--- config.mk ---
export PLATFORM = sky130hd
export DESIGN_NAME = prog_loader
export DESIGN_NICKNAME = d
export VERILOG_FILES = /design/src/rtl/prog_loader.sv
export SDC_FILE = /design/constraint.sdc
export NUM_CORES = 1
export LEC_CHECK = 0
export ABC_CLOCK_PERIOD_IN_PS = 3000
export CORE_ASPECT_RATIO = 1.4
export CORE_MARGIN = 2
export CORE_UTILIZATION = 50
export CTS_CLUSTER_DIAMETER = 50
export DETAILED_ROUTE_END_ITERATION = 6
export PLACE_DENSITY = 0.74
export REMOVE_ABC_BUFFERS = 1
export SETUP_SLACK_MARGIN = 0.2
export SYNTH_ARGS = -nofsm -noshare
export SYNTH_HDL_FRONTEND = slang
export SYNTH_SLANG_ARGS = --single-unit
export TNS_END_PERCENT = 1
--- constraint.sdc ---
create_clock -name clk -period 3 [get_ports clk]
set_clock_uncertainty 0.2 [all_clocks]
set_input_delay 0.3 -clock clk [delete_from_list [all_inputs] [get_ports clk]]
set_output_delay 0.3 -clock clk [all_outputs]
set_load 0.02 [all_outputs]
--- src/rtl/prog_loader.sv ---
// prog_loader: receives a length-prefixed, checksummed byte stream and writes
// it into instruction memory, one instruction per byte. The processor is held
// in reset until a complete image has been received and its checksum verified.
module prog_loader #(
    parameter int ADDR_W    = 16,
    parameter int BASE_ADDR = 0,
    parameter int TIMEOUT   = 1023
) (
    input  logic              clk,
    input  logic              rst,
    input  logic              start_i,
    input  logic [7:0]        in_data_i,
    input  logic              in_valid_i,
    output logic              in_ready_o,
    output logic              mem_we_o,
    output logic [ADDR_W-1:0] mem_addr_o,
    output logic [7:0]        mem_wdata_o,
    output logic              cpu_rst_o,
    output logic              done_o,
    output logic              err_o
);

    localparam int                IW       = $clog2(TIMEOUT + 1);
    localparam logic [IW-1:0]     IDLE_MAX = IW'(TIMEOUT - 1);
    localparam logic [ADDR_W-1:0] BASE     = ADDR_W'(BASE_ADDR);

    typedef enum logic [2:0] {
        S_IDLE,
        S_LEN,
        S_DATA,
        S_CSUM,
        S_DONE,
        S_ERR
    } state_t;

    state_t            state_q;
    logic [7:0]        rem_q;
    logic [ADDR_W-1:0] addr_q;
    logic [7:0]        sum_q;
    logic [IW-1:0]     idle_q;
    logic              in_ready_q;
    logic              mem_we_q;
    logic [ADDR_W-1:0] mem_addr_q;
    logic [7:0]        mem_wdata_q;
    logic              cpu_rst_q;
    logic              done_q;
    logic              err_q;

    // in_ready is registered, so an accept depends only on the sampled valid
    logic       accept;
    logic [7:0] sum_d;
    logic       timeout_hit;

    assign accept      = in_valid_i && in_ready_q;
    assign sum_d       = sum_q + in_data_i;
    // idle_q counts completed idle cycles; the TIMEOUT-th idle edge aborts
    assign timeout_hit = (idle_q == IDLE_MAX);

    // Loader FSM with all outputs registered alongside the state
    always_ff @(posedge clk or posedge rst) begin
        if (rst) begin
            state_q     <= S_IDLE;
            rem_q       <= '0;
            addr_q      <= BASE;
            sum_q       <= '0;
            idle_q      <= '0;
            in_ready_q  <= 1'b0;
            mem_we_q    <= 1'b0;
            mem_addr_q  <= BASE;
            mem_wdata_q <= '0;
            cpu_rst_q   <= 1'b1;
            done_q      <= 1'b0;
            err_q       <= 1'b0;
        end else begin
            // write strobe is a single-cycle pulse per accepted data byte
            mem_we_q <= 1'b0;
            case (state_q)
                S_IDLE, S_DONE, S_ERR: begin
                    if (start_i) begin
                        state_q    <= S_LEN;
                        in_ready_q <= 1'b1;
                        cpu_rst_q  <= 1'b1;
                        done_q     <= 1'b0;
                        err_q      <= 1'b0;
                        idle_q     <= '0;
                    end
                end
                S_LEN, S_DATA, S_CSUM: begin
                    if (accept) begin
                        idle_q <= '0;
                        case (state_q)
                            S_LEN: begin
                                if (in_data_i == 8'd0) begin
                                    state_q    <= S_ERR;
                                    in_ready_q <= 1'b0;
                                    err_q      <= 1'b1;
                                end else begin
                                    state_q <= S_DATA;
                                    rem_q   <= in_data_i;
                                    addr_q  <= BASE;
                                    sum_q   <= '0;
                                end
                            end
                            S_DATA: begin
                                mem_we_q    <= 1'b1;
                                mem_addr_q  <= addr_q;
                                mem_wdata_q <= in_data_i;
                                addr_q      <= addr_q + 1'b1;
                                sum_q       <= sum_d;
                                rem_q       <= rem_q - 8'd1;
                                if (rem_q == 8'd1) state_q <= S_CSUM;
                            end
                            default: begin
                                // checksum byte: image valid iff total sum wraps to zero
                                in_ready_q <= 1'b0;
                                if (sum_d == 8'd0) begin
                                    state_q   <= S_DONE;
                                    done_q    <= 1'b1;
                                    cpu_rst_q <= 1'b0;
                                end else begin
                                    state_q <= S_ERR;
                                    err_q   <= 1'b1;
                                end
                            end
                        endcase
                    end else if (timeout_hit) begin
                        state_q    <= S_ERR;
                        in_ready_q <= 1'b0;
                        err_q      <= 1'b1;
                    end else begin
                        idle_q <= idle_q + 1'b1;
                    end
                end
                default: begin
                    state_q    <= S_IDLE;
                    in_ready_q <= 1'b0;
                    cpu_rst_q  <= 1'b1;
                end
            endcase
        end
    end

    assign in_ready_o  = in_ready_q;
    assign mem_we_o    = mem_we_q;
    assign mem_addr_o  = mem_addr_q;
    assign mem_wdata_o = mem_wdata_q;
    assign cpu_rst_o   = cpu_rst_q;
    assign done_o      = done_q;
    assign err_o       = err_q;

endmodule

==> reports/qor_table.md, run 1 <==
| Item | Value |
| --- | --- |
| Result of the run | finished, final reports clean |
| Placement Rows | 37 |
| Slew HR | 58.04% |
| Critical path start-end classification | input pin to flop |
| Share of cells above drive strength 1 | 12.68% |
| Maximum clock rate | 0.3538 GHz |
| Initial DRC Count | 191 |
| List of most frequent post-synthesis cells | sky130_fd_sc_hd__nand2_1, sky130_fd_sc_hd__dfrtp_1, sky130_fd_sc_hd__nor2_1, sky130_fd_sc_hd__o21ai_0, sky130_fd_sc_hd__a21oi_1 |
| Biggest area consumer among synthesized cells | sky130_fd_sc_hd__dfrtp_1 |
| Remaining routing DRC violations | 0 |
| Die extent in x | 77.92 µm |
| Detail-routed via count per cell | 5.587 |
| Number of global-route vias before repair | 3277 |
| Total detailed-routing wirelength | 8621 µm |
| Remaining global-route overflow | 0 |
| Cell count after placement | 570 |
| Synthesis-stage register bit count | 74 |
| CTS root buffer | sky130_fd_sc_hd__clkbuf_8 |
| Setup violation total in the final timing report | 0 |
| Post-layout net count | 509 |
| Antenna diode instance count | 0 |
| Share of the yosys chip area belonging to registers | 48.45% |
| Largest cells by area after synthesis | sky130_fd_sc_hd__dfrtp_1, sky130_fd_sc_hd__nand2_1, sky130_fd_sc_hd__ha_1, sky130_fd_sc_hd__nor2_1, sky130_fd_sc_hd__o21ai_0 |
| Number of routed nets with antenna violations | 0 |
| H-tree lvl count | 3 |
| Vertical die dimension | 107.5 µm |
| Final GP Congestion | 0.8543 |
| Dominant register cell in the synthesized netlist | sky130_fd_sc_hd__dfrtp_1 |
| Power per cell area | 377.9 nW/µm² |
| Yosys warnings | 0 |
| Pin count of the biggest net entering global routing | 75 |
| Worst endpoint required time | 3.04 ns |
| Worst min-delay path category | input pin to asynchronous set/reset pin |
| CP startpoint kind | input pin |
| Final Max Slew Viols | 0 |
| Post-Synthesis Cell Area | 3825 µm² |
| Average detailed-routed wire length per instance | 14.71 µm |
| CTS tree | done |
| Critical Path AT | 2.86 ns |
| Max-cap check violation count | 0 |
| Area Growth Syn to Fin | 23.23% |
| Area share of the largest cell type after synthesis | 47.76% |
| Number of cells produced by synthesis | 420 |
| Final worst-path cycle share | 94.21% |
| Number of top-level pins | 41 |
| Unrepaired setup endpoints after global routing | yes |
| Die ar. | 8376 µm² |
| Clock Latency Late Sink | 0.34 ns |
| Total negative setup slack | 0 ns |
| Buffers & Inverters on Critical Path | 2 |
| Initial standard-cell utilization of the core | 51.64% |
| Post-DP HPWL | 6222 µm |
| Ordered list of cells on the worst path | clkdlybuf4s50_1, ha_1, inv_1, fa_2, nand2b_4, a21oi_4, xor2_1, or3_1, or4b_4, a41o_1 |
| Buffer count from post-CTS setup fixing | 0 |
| Dominant cell by count in the synthesized netlist | sky130_fd_sc_hd__nand2_1 |
| Sinks on Clock Net | 74 |
| Total via count after detailed routing | 3274 |
| Number of hold-slack violations in the final timing report | 0 |
| Worst-case vdd ir drop | 0.0004079 V |
| Transition time at the pin with the least slew margin | 0.6278 ns |
| Number of antenna violations at the first check in global routing | 0 |
| Critical path capture point type | flop |
| GRT Overall Usage | 22.25% |
| Static Leak | 0.002175 µW |
| Top fanout value on the critical path | 3 |
| Final total power | 1781 µW |
| Post-Layout Cell Count | 586 |
| Critical-path cell with the highest stage delay | sky130_fd_sc_hd__or4b_4 |
| Share of synthesized registers carrying an async set or reset | 100.0% |
| Buffers on Ports | 40 |
| Average size of a mapped cell | 9.107 µm² |
| Maximum buffer depth of the clock tree | 2 |
| Largest stage delay, worst path | 0.51 ns |
| Post-synth cell types | 55 |
| Area inside the core boundary | 7407 µm² |
| Minimum clock period | 2.826 ns |
| First-pass DRT Iterations | 5 |
| Total CTS buffers | 9 |
| Number of enable-type register cells in the synthesized netlist | 0 |
| Top cell family by delay on the critical path | simple AND/OR/NAND/NOR gates |
| Worst-path clk slew | 0.08 ns |
| First-pass GRT wire length | 14860 µm |
[logic make-up after synthesis]
group / synth area share, %
buffers and inverters: 3.206
and+or+nand+nor: 24.04
xor gates and xnor gates: 5.038
adders and majority gates: 4.449
muxes: 0.8178
AOI/OAI and AO/OA: 14.00
DFF: 48.45
[area by class of cell]
type	instances	area, µm²
Clock buffer	10	127.6
Clock inverter	6	42.54
Timing Repair Buffer	70	638.1
Fill cell	654	2694
Sequential cell	74	1853
Tap cell	97	121.4
Multi-Input combinational cell	315	1878
Inverter	14	52.55
[report_power, final]
group / internal [µW] / switching, µW / total [µW]
sequential: 998 / 0.429 / 998
combinational: 49.9 / 57.7 / 108
clock: 301 / 374 / 676
[routing by layer]
layer | global-route usage (%) | part of all wire [%]
met5 | 0 | 0
met4 | 10.15 | 3.1
met3 | 2.936 | 3.2
met2 | 38.36 | 51
met1 | 27.72 | 43
[path summary, 6_finish.rpt]
kind / startpoint / cells past startpoint / end / slack, ns
setup / recovery: in_data_i[0] / 10 / state_q[0] / 0.17
hold / removal: rst / 3 / mem_addr_o[14] / 0.15
setup reg to reg: sum_q[0] / 9 / state_q[0] / 0.25
hold reg to reg: mem_wdata_o[6] / 2 / mem_wdata_o[6] / 0.28
max in group asynchronous: rst / 3 / rem_q[4] / 2.13
min in group clk: mem_wdata_o[6] / 2 / mem_wdata_o[6] / 0.28
[stage by stage]
stage | area (µm²) | setup slack (ns) | hold slack (ns) | utilization, %
2_1_floorplan | 3755 | -0.7696 | 0.2054 | -
3_3_place_gp | 4514 | -0.2456 | 0.2600 | 60.95
3_5_place_dp | 4514 | -0.3163 | 0.2619 | 60.95
4_1_cts | 4698 | 0.2026 | 0.1680 | 63.43
5_1_grt | 4713 | 0.07812 | 0.2007 | 63.63
6_report | 4713 | 0.1738 | 0.1454 | 63.63
[worst reg2reg max path: stages (launching register included)]
cell and delay (ns):
sky130_fd_sc_hd__dfrtp_1 0.36, sky130_fd_sc_hd__ha_1 0.17, sky130_fd_sc_hd__inv_1 0.06, sky130_fd_sc_hd__fa_2 0.35, sky130_fd_sc_hd__nand2b_4 0.17, sky130_fd_sc_hd__a21oi_4 0.14, sky130_fd_sc_hd__xor2_1 0.09, sky130_fd_sc_hd__or3_1 0.34
sky130_fd_sc_hd__or4b_4 0.51, sky130_fd_sc_hd__a41o_1 0.25
[flip-flops by register name, indices dropped and copies added, names as in the netlist]
signal and flops:
sum_q 8, idle_q 10, mem_addr_o 16, mem_wdata_o 8, rem_q 8, mem_we_o 1
err_o 1, in_ready_o 1, addr_q 16, state_q 3, cpu_rst_o 1, done_o 1
[layout by cell type (no fill, tap or decap), types with 2 or more instances in the layout]
cell type / n
sky130_fd_sc_hd__xor2_1: 15
sky130_fd_sc_hd__nor4_2: 2
sky130_fd_sc_hd__a22o_1: 5
sky130_fd_sc_hd__a21o_1: 2
sky130_fd_sc_hd__nand2b_1: 3
sky130_fd_sc_hd__nand3_1: 12
sky130_fd_sc_hd__or3_1: 8
sky130_fd_sc_hd__inv_1: 13
sky130_fd_sc_hd__mux2i_1: 2
sky130_fd_sc_hd__nor2b_1: 2
sky130_fd_sc_hd__nand4_1: 11
sky130_fd_sc_hd__clkinvlp_4: 2
sky130_fd_sc_hd__nand2_1: 90
sky130_fd_sc_hd__clkinv_2: 2
sky130_fd_sc_hd__or3b_2: 3
sky130_fd_sc_hd__nor3_1: 6
sky130_fd_sc_hd__nand3b_1: 3
sky130_fd_sc_hd__a21oi_1: 18
sky130_fd_sc_hd__and2_1: 2
sky130_fd_sc_hd__clkdlybuf4s50_1: 40
sky130_fd_sc_hd__a2111oi_0: 2
sky130_fd_sc_hd__a211oi_1: 3
sky130_fd_sc_hd__o22ai_1: 3
sky130_fd_sc_hd__dfrtp_1: 73
sky130_fd_sc_hd__a22oi_1: 2
sky130_fd_sc_hd__o21ai_0: 28
sky130_fd_sc_hd__ha_1: 12
sky130_fd_sc_hd__nor3b_1: 3
sky130_fd_sc_hd__clkbuf_8: 9
sky130_fd_sc_hd__o211ai_1: 2
sky130_fd_sc_hd__nor4_1: 2
sky130_fd_sc_hd__buf_4: 29
sky130_fd_sc_hd__and3_1: 6
sky130_fd_sc_hd__nor2_1: 39
sky130_fd_sc_hd__xnor2_1: 7
[what timing repair did]
item                                    in CTS  in global routing
endpoints found under the setup margin       3                  3
pin swaps                                    1                  0
hold buffers                                 0                  0
cloned                                       0                  0
resized for setup                            3                  2
Power figures use the tool's default switching activity.
==> run 2: changes to the inputs <==
--- a/config.mk
+++ b/config.mk
@@ -14,6 +14,7 @@
 export PLACE_DENSITY = 0.74
 export REMOVE_ABC_BUFFERS = 1
 export SETUP_SLACK_MARGIN = 0.2
+export SKIP_CTS_REPAIR_TIMING = 1
 export SYNTH_ARGS = -nofsm -noshare
 export SYNTH_HDL_FRONTEND = slang
 export SYNTH_SLANG_ARGS = --single-unit
==> run 2 against run 1 <==
Worst setup slack worse by 0.042 ns. Maximum frequency is 1.5% lower. Via count up 1.7%. First-iteration DRC count grew 3.7%. Sequential power about the same. Utilization is 0.47 points higher. Sequential share of layout area shrank 0.29 points. Die area is the same. Critical path depth fell by 1. Non-clock buffer count up 4. Design area is 0.74% higher. Power is 0.35% higher. Critical endpoint unchanged. Highest routed layer unchanged.
==> reports/qor_table.md, run 2 (same netlist as run 1, synthesis figures left out) <==
| Item | Value | vs previous |
| --- | --- | --- |
| Final GP Congestion | 0.8543 | unchanged |
| Metal3 WL | 277 µm | was 273 µm |
| Switching power as a share of total power | 24.42% | was 24.27% |
| Total detailed-routing wirelength | 8669 µm | was 8621 µm |
| Number of global-route vias before repair | 3281 | was 3277 |
| Post-Layout Cell Count | 590 | was 586 |
| Unrepaired setup endpoints after global routing | yes | unchanged |
| FF-to-FF Start | sum_q[0] | unchanged |
| CTS tree | done | unchanged |
| Number of hold-slack violations in the final timing report | 0 | unchanged |
| Minimum clock period | 2.868 ns | was 2.826 ns |
| Fraction of power consumed by sequential logic | 55.8% | was 56.0% |
| DR WL met2 | 4367 µm | was 4356 µm |
| Remaining global-route overflow | 0 | unchanged |
| Number of top-level pins | 41 | unchanged |
| Worst endpoint required time | 3.04 ns | about the same |
| Number of cells on the worst reg-to-reg path | 9 | unchanged |
| Sinks on Clock Net | 74 | unchanged |
| Cell count after placement | 570 | unchanged |
| Detail-routed via count per cell | 5.642 | was 5.587 |
| Final worst-path cycle share | 95.61% | was 94.21% |
| Internal cell power | 1351 µW | was 1349 µW |
| Worst-path clk slew | 0.08 ns | about the same |
| Result of the run | finished, final reports clean | unchanged |
| Setup slack of the worst register-to-register path | 0.13 ns | was 0.25 ns |
| Worst-case vdd ir drop | 0.0004087 V | was 0.0004079 V |
| Max-cap check violation count | 0 | unchanged |
| Area Growth Syn to Fin | 24.14% | was 23.23% |
| Final total power | 1788 µW | was 1781 µW |
| Slew HR | 57.28% | was 58.04% |
| Top fanout value on the critical path | 3 | unchanged |
| Worst min-delay path category | input pin to flop | was input pin to asynchronous set/reset pin |
| Number of routed nets with antenna violations | 0 | unchanged |
| Maximum clock rate | 0.3486 GHz | was 0.3538 GHz |
| Most common cell after layout, fill and taps aside | sky130_fd_sc_hd__nand2_1 | unchanged |
| Origin of the worst min-delay path | in_data_i[0] |  |
| Critical Path AT | 2.91 ns | was 2.86 ns |
| Number of antenna violations at the first check in global routing | 0 | unchanged |
| Antenna diode instance count | 0 | unchanged |
| Total via count after detailed routing | 3329 | was 3274 |
| Setup violation total in the final timing report | 0 | unchanged |
| Share of cells above drive strength 1 | 14.00% | was 12.68% |
| R2R Path End | state_q[0] | unchanged |
| Top cell family by delay on the critical path | simple AND/OR/NAND/NOR gates | unchanged |
| Critical path capture point type | flop | unchanged |
| Maximum buffer depth of the clock tree | 2 | unchanged |
| Initial DRC Count | 198 | was 191 |
| CTS root buffer | sky130_fd_sc_hd__clkbuf_8 | unchanged |
| Static Leak | 0.002213 µW | was 0.002175 µW |
| Clock Latency Late Sink | 0.35 ns | was 0.34 ns |
| Post-layout net count | 513 | was 509 |
| First-pass GRT wire length | 14800 µm | was 14860 µm |
| Largest stage delay, worst path | 0.56 ns | was 0.51 ns |
| Pin count of the biggest net entering global routing | 75 | unchanged |
| Power per cell area | 376.5 nW/µm² | was 377.9 nW/µm² |
| Total CTS buffers | 9 | unchanged |
| Buffers on Ports | 40 | unchanged |
| Final-layout fill cell count | 645 | was 654 |
| Worst hold path stage count | 4 |  |
| H-tree lvl count | 3 | unchanged |
| Post-DP HPWL | 6222 µm | unchanged |
| Die extent in x | 77.92 µm | unchanged |
| Vertical die dimension | 107.5 µm | unchanged |
| Final Max Slew Viols | 0 | unchanged |
| GRT Overall Usage | 22.14% | was 22.25% |
| Combinational share of power | 6.2% | was 6.0% |
| Transition time at the pin with the least slew margin | 0.6392 ns | was 0.6278 ns |
| Leading cell types in the layout, fill and taps excluded | sky130_fd_sc_hd__nand2_1, sky130_fd_sc_hd__dfrtp_1, sky130_fd_sc_hd__nor2_1, sky130_fd_sc_hd__clkdlybuf4s50_1, sky130_fd_sc_hd__buf_4 | was sky130_fd_sc_hd__nand2_1, sky130_fd_sc_hd__dfrtp_1, sky130_fd_sc_hd__clkdlybuf4s50_1, sky130_fd_sc_hd__nor2_1, sky130_fd_sc_hd__buf_4 |
| Clock network fraction of design power | 38.0% | was 37.9% |
| Critical path start-end classification | flop to flop | was input pin to flop |
| Final design utilization | 64.10% | was 63.63% |
| Buffers & Inverters on Critical Path | 1 | was 2 |
| Average detailed-routed wire length per instance | 14.69 µm | was 14.71 µm |
| Placement Rows | 37 | unchanged |
| Initial standard-cell utilization of the core | 51.64% | unchanged |
| Die ar. | 8376 µm² | unchanged |
| Remaining routing DRC violations | 0 | unchanged |
| First-pass DRT Iterations | 4 | was 5 |
| WL met1 | 3755 µm | was 3724 µm |
| CP startpoint kind | flop | was input pin |
| Critical-path cell with the highest stage delay | sky130_fd_sc_hd__or4b_4 | unchanged |
| Ordered list of cells on the worst path | ha_2, inv_2, fa_2, nand2b_4, a21oi_2, xor2_1, or3_4, or4b_4, a41o_1 | was clkdlybuf4s50_1, ha_1, inv_1, fa_2, nand2b_4, a21oi_4, xor2_1, or3_1, or4b_4, a41o_1 |
| Highest metal used | met4 | unchanged |
| Area inside the core boundary | 7407 µm² | unchanged |
| Switching power total | 436.6 µW | was 432.3 µW |
| Hold-critical path endpoint | mem_wdata_o[0] |  |
-- run 2: how the worst max path moves through the flow --
stage	from	endpoint	slack [ns]	cells after the start
floorplan	state_q[1]	addr_q[7]	-0.77	7
global placement	in_data_i[0]	state_q[0]	-0.25	10
detailed placement	in_data_i[0]	state_q[0]	-0.32	10
CTS	in_data_i[0]	state_q[0]	0.05	10
global route	sum_q[0]	state_q[0]	0.04	9
finish	sum_q[0]	state_q[0]	0.13	9
-- run 2: power by group through the flow --
stage                     clock network, µW  registers (µW)  logic, µW
after floorplan                           0            1020       45.0
after CTS                               685             998        105
after detailed placement                  0            1020        105
after global routing                    732             998        121
after global placement                    0            1020        103
final                                   679             998        110
-- run 2: stage by stage --
step / hold WS, ns / setup TNS, ns / instance area, µm² / setup slack (ns)
after floorplan: 0.2054 / -14.52 / 3755 / -0.7696
after global placement: 0.2600 / -0.5481 / 4514 / -0.2456
after detailed placement: 0.2619 / -0.7609 / 4514 / -0.3163
after CTS: 0.1680 / 0 / 4684 / 0.05266
after global routing: 0.1762 / 0 / 4748 / 0.03861
final: 0.1327 / 0 / 4748 / 0.1316
-- run 2: area by class of cell --
| type | instances | area [µm²] | area share, % |
|---|---|---|---|
| multi-input combinational | 315 | 1878 | 39.55 |
| clock inverter | 6 | 42.54 | 0.8959 |
| tap | 97 | 121.4 | 2.556 |
| timing repair buffer | 74 | 673.1 | 14.18 |
| clock buffer | 10 | 127.6 | 2.688 |
| inverter | 14 | 52.55 | 1.107 |
| sequential | 74 | 1853 | 39.03 |
-- run 2: tightest hold or removal path, stage by stage --
cell and delay [ns]:
sky130_fd_sc_hd__dlymetal6s2s_1 0.11, sky130_fd_sc_hd__buf_4 0.13, sky130_fd_sc_hd__nand2_1 0.04, sky130_fd_sc_hd__nand2_1 0.05
-- run 2: metal layers --
layer / vias up / global-route usage [%]
met5: - / 0
met4: 0 / 10.28
met3: 23 / 2.936
met2: 86 / 37.99
met1: 1625 / 27.67
li1: 1595 / -
==> run 3: changes to the inputs <==
--- a/config.mk
+++ b/config.mk
@@ -11,7 +11,8 @@
 export CORE_UTILIZATION = 50
 export CTS_CLUSTER_DIAMETER = 50
 export DETAILED_ROUTE_END_ITERATION = 6
-export PLACE_DENSITY = 0.74
+export GPL_ROUTABILITY_DRIVEN = 0
+export PLACE_DENSITY = 0.72
 export REMOVE_ABC_BUFFERS = 1
 export SETUP_SLACK_MARGIN = 0.2
 export SKIP_CTS_REPAIR_TIMING = 1
==> run 3 against run 2 <==
Sequential share of layout area is 0.20 points lower. Utilization is 0.34 points higher. Maximum frequency is 0.89% higher. Routed wire length is 1.1% higher. Critical path depth is 1 higher. Critical path type is now input pin to flop. Largest power group unchanged.
==> reports/qor_table.md, run 3 (same netlist as run 1, synthesis figures left out) <==
| Item | Value | vs previous |
| --- | --- | --- |
| Maximum buffer depth of the clock tree | 2 | unchanged |
| Vertical die dimension | 107.5 µm | unchanged |
| Power per cell area | 398.2 nW/µm² | was 376.5 nW/µm² |
| R2R Path End | state_q[0] | unchanged |
| Setup slack of the worst register-to-register path | 0.21 ns | was 0.13 ns |
| Worst-path clk slew | 0.07 ns | was 0.08 ns |
| Leading cell types in the layout, fill and taps excluded | sky130_fd_sc_hd__nand2_1, sky130_fd_sc_hd__dfrtp_1, sky130_fd_sc_hd__clkdlybuf4s50_1, sky130_fd_sc_hd__nor2_1, sky130_fd_sc_hd__buf_4 | was sky130_fd_sc_hd__nand2_1, sky130_fd_sc_hd__dfrtp_1, sky130_fd_sc_hd__nor2_1, sky130_fd_sc_hd__clkdlybuf4s50_1, sky130_fd_sc_hd__buf_4 |
| Number of hold-slack violations in the final timing report | 0 | unchanged |
| Slew HR | 58.29% | was 57.28% |
| Critical Path AT | 2.89 ns | was 2.91 ns |
| Die extent in x | 77.92 µm | unchanged |
| Initial standard-cell utilization of the core | 51.64% | unchanged |
| Remaining routing DRC violations | 0 | unchanged |
| Sinks on Clock Net | 74 | unchanged |
| Die ar. | 8376 µm² | unchanged |
| Worst endpoint required time | 3.04 ns | about the same |
| Area inside the core boundary | 7407 µm² | unchanged |
| Pin count of the biggest net entering global routing | 49 | was 75 |
| Cell count after placement | 573 | was 570 |
| Top fanout value on the critical path | 3 | unchanged |
| Worst min-delay path category | flop to flop | was input pin to flop |
| Detail-routed via count per cell | 5.514 | was 5.642 |
| Most common cell after layout, fill and taps aside | sky130_fd_sc_hd__nand2_1 | unchanged |
| Worst hold slack across all endpoints | 0.2750 ns | was 0.1327 ns |
| Transition time at the pin with the least slew margin | 0.6240 ns | was 0.6392 ns |
| GRT Overall Usage | 22.88% | was 22.14% |
| Area Growth Syn to Fin | 24.80% | was 24.14% |
| Post-Layout Cell Count | 590 | unchanged |
| Static Leak | 0.002206 µW | was 0.002213 µW |
| First-pass DRT Iterations | 4 | unchanged |
| Placement Rows | 37 | unchanged |
| Worst-case vdd ir drop | 0.0002746 V | was 0.0004087 V |
| First-pass GRT wire length | 15170 µm | was 14800 µm |
| Number of routed nets with antenna violations | 0 | unchanged |
| Final Max Slew Viols | 0 | unchanged |
| Number of top-level pins | 41 | unchanged |
| CP startpoint kind | input pin | was flop |
| Total detailed-routing wirelength | 8767 µm | was 8669 µm |
| Hold-critical path endpoint | mem_addr_o[15] | was mem_wdata_o[0] |
| Max-cap check violation count | 0 | unchanged |
| Remaining global-route overflow | 0 | unchanged |
| Post-layout net count | 513 | unchanged |
| Unrepaired setup endpoints after global routing | yes | unchanged |
| Result of the run | finished, final reports clean | unchanged |
| Antenna diode instance count | 0 | unchanged |
| Critical path start-end classification | input pin to flop | was flop to flop |
| CTS tree | done | unchanged |
| Number of global-route vias before repair | 3228 | was 3281 |
| Buffers on Ports | 40 | unchanged |
| Critical path capture point type | flop | unchanged |
| Final worst-path cycle share | 94.77% | was 95.61% |
| Share of cells above drive strength 1 | 13.39% | was 14.00% |
| FF-to-FF Start | sum_q[0] | unchanged |
| Initial DRC Count | 217 | was 198 |
| Origin of the worst min-delay path | mem_addr_o[15] | was in_data_i[0] |
| Average detailed-routed wire length per instance | 14.86 µm | was 14.69 µm |
| Post-DP HPWL | 6244 µm | was 6222 µm |
| Minimum clock period | 2.843 ns | was 2.868 ns |
| Worst hold path stage count | 2 | was 4 |
| Final design utilization | 64.44% | was 64.10% |
| Maximum clock rate | 0.3517 GHz | was 0.3486 GHz |
| Number of antenna violations at the first check in global routing | 0 | unchanged |
| Total via count after detailed routing | 3253 | was 3329 |
| H-tree lvl count | 3 | unchanged |
| Final total power | 1901 µW | was 1788 µW |
| Setup violation total in the final timing report | 0 | unchanged |
| Total CTS buffers | 9 | unchanged |
| CTS root buffer | sky130_fd_sc_hd__clkbuf_8 | unchanged |
| Number of cells on the worst reg-to-reg path | 9 | unchanged |
| Clock Latency Late Sink | 0.35 ns | about the same |
## run 3: changes by cell type in the layout (fill, tap and decap cells not counted), sizes merged
cell / change
clkbuf: +2
clkdlybuf4s50: +2
clkinv: -2
dlymetal6s2s: -2
buf: -1
dlygate4sd3: +1
inv: -1
bufinv: +1
## run 3: per-stage QoR
| stage | setup slack (ns) | instance area (µm²) | TNS [ns] |
|---|---|---|---|
| 2_1_floorplan | -0.7696 | 3755 | -14.52 |
| 3_3_place_gp | -0.2652 | 4537 | -0.6086 |
| 3_5_place_dp | -0.3129 | 4537 | -0.7644 |
| 4_1_cts | 0.06525 | 4742 | 0 |
| 5_1_grt | 0.06596 | 4773 | 0 |
| 6_report | 0.1568 | 4773 | 0 |
## run 3: routing by layer
layer / global-route usage [%] / vias up / share of wire, %
met2: 38.73 / 73 / 51
met1: 28.48 / 1562 / 42
met5: 0 / - / 0
li1: - / 1597 / -
met3: 3.523 / 21 / 3.6
met4: 11.15 / 0 / 3.0
## run 3: critical path, stage by stage
cell,delay (ns)
sky130_fd_sc_hd__clkdlybuf4s50_1,0.48
sky130_fd_sc_hd__ha_2,0.18
sky130_fd_sc_hd__inv_1,0.05
sky130_fd_sc_hd__fa_2,0.38
sky130_fd_sc_hd__nand2b_4,0.16
sky130_fd_sc_hd__a21oi_2,0.15
sky130_fd_sc_hd__xor2_1,0.10
sky130_fd_sc_hd__or3_4,0.34
sky130_fd_sc_hd__or4b_4,0.50
sky130_fd_sc_hd__a41o_1,0.24
## run 3: layout make-up
| cell class | instances | area [µm²] |
|---|---|---|
| fillers | 647 | 2634 |
| multi-input cells | 315 | 1871 |
| inverters | 14 | 52.55 |
| clock buffers | 12 | 155.1 |
| flip-flops and latches | 74 | 1853 |
| well taps | 97 | 121.4 |
| repair buffers | 74 | 670.6 |
| clock inverters | 4 | 50.05 |
## run 3: where the power goes
group / switching (µW) / total (µW) / leakage (µW) / internal, µW
Clock: 364 / 792 / 0.0000986 / 428
Sequential: 0.431 / 998 / 0.000990 / 998
Combinational: 57.9 / 110 / 0.00112 / 52.5
## run 3: how the worst max path moves through the flow
stage | start | to
2_1_floorplan | state_q[1] | addr_q[7]
3_3_place_gp | in_data_i[0] | state_q[0]
3_5_place_dp | in_data_i[0] | state_q[0]
4_1_cts | in_data_i[0] | state_q[0]
5_1_grt | in_data_i[0] | state_q[0]
6_report | in_data_i[0] | state_q[0]
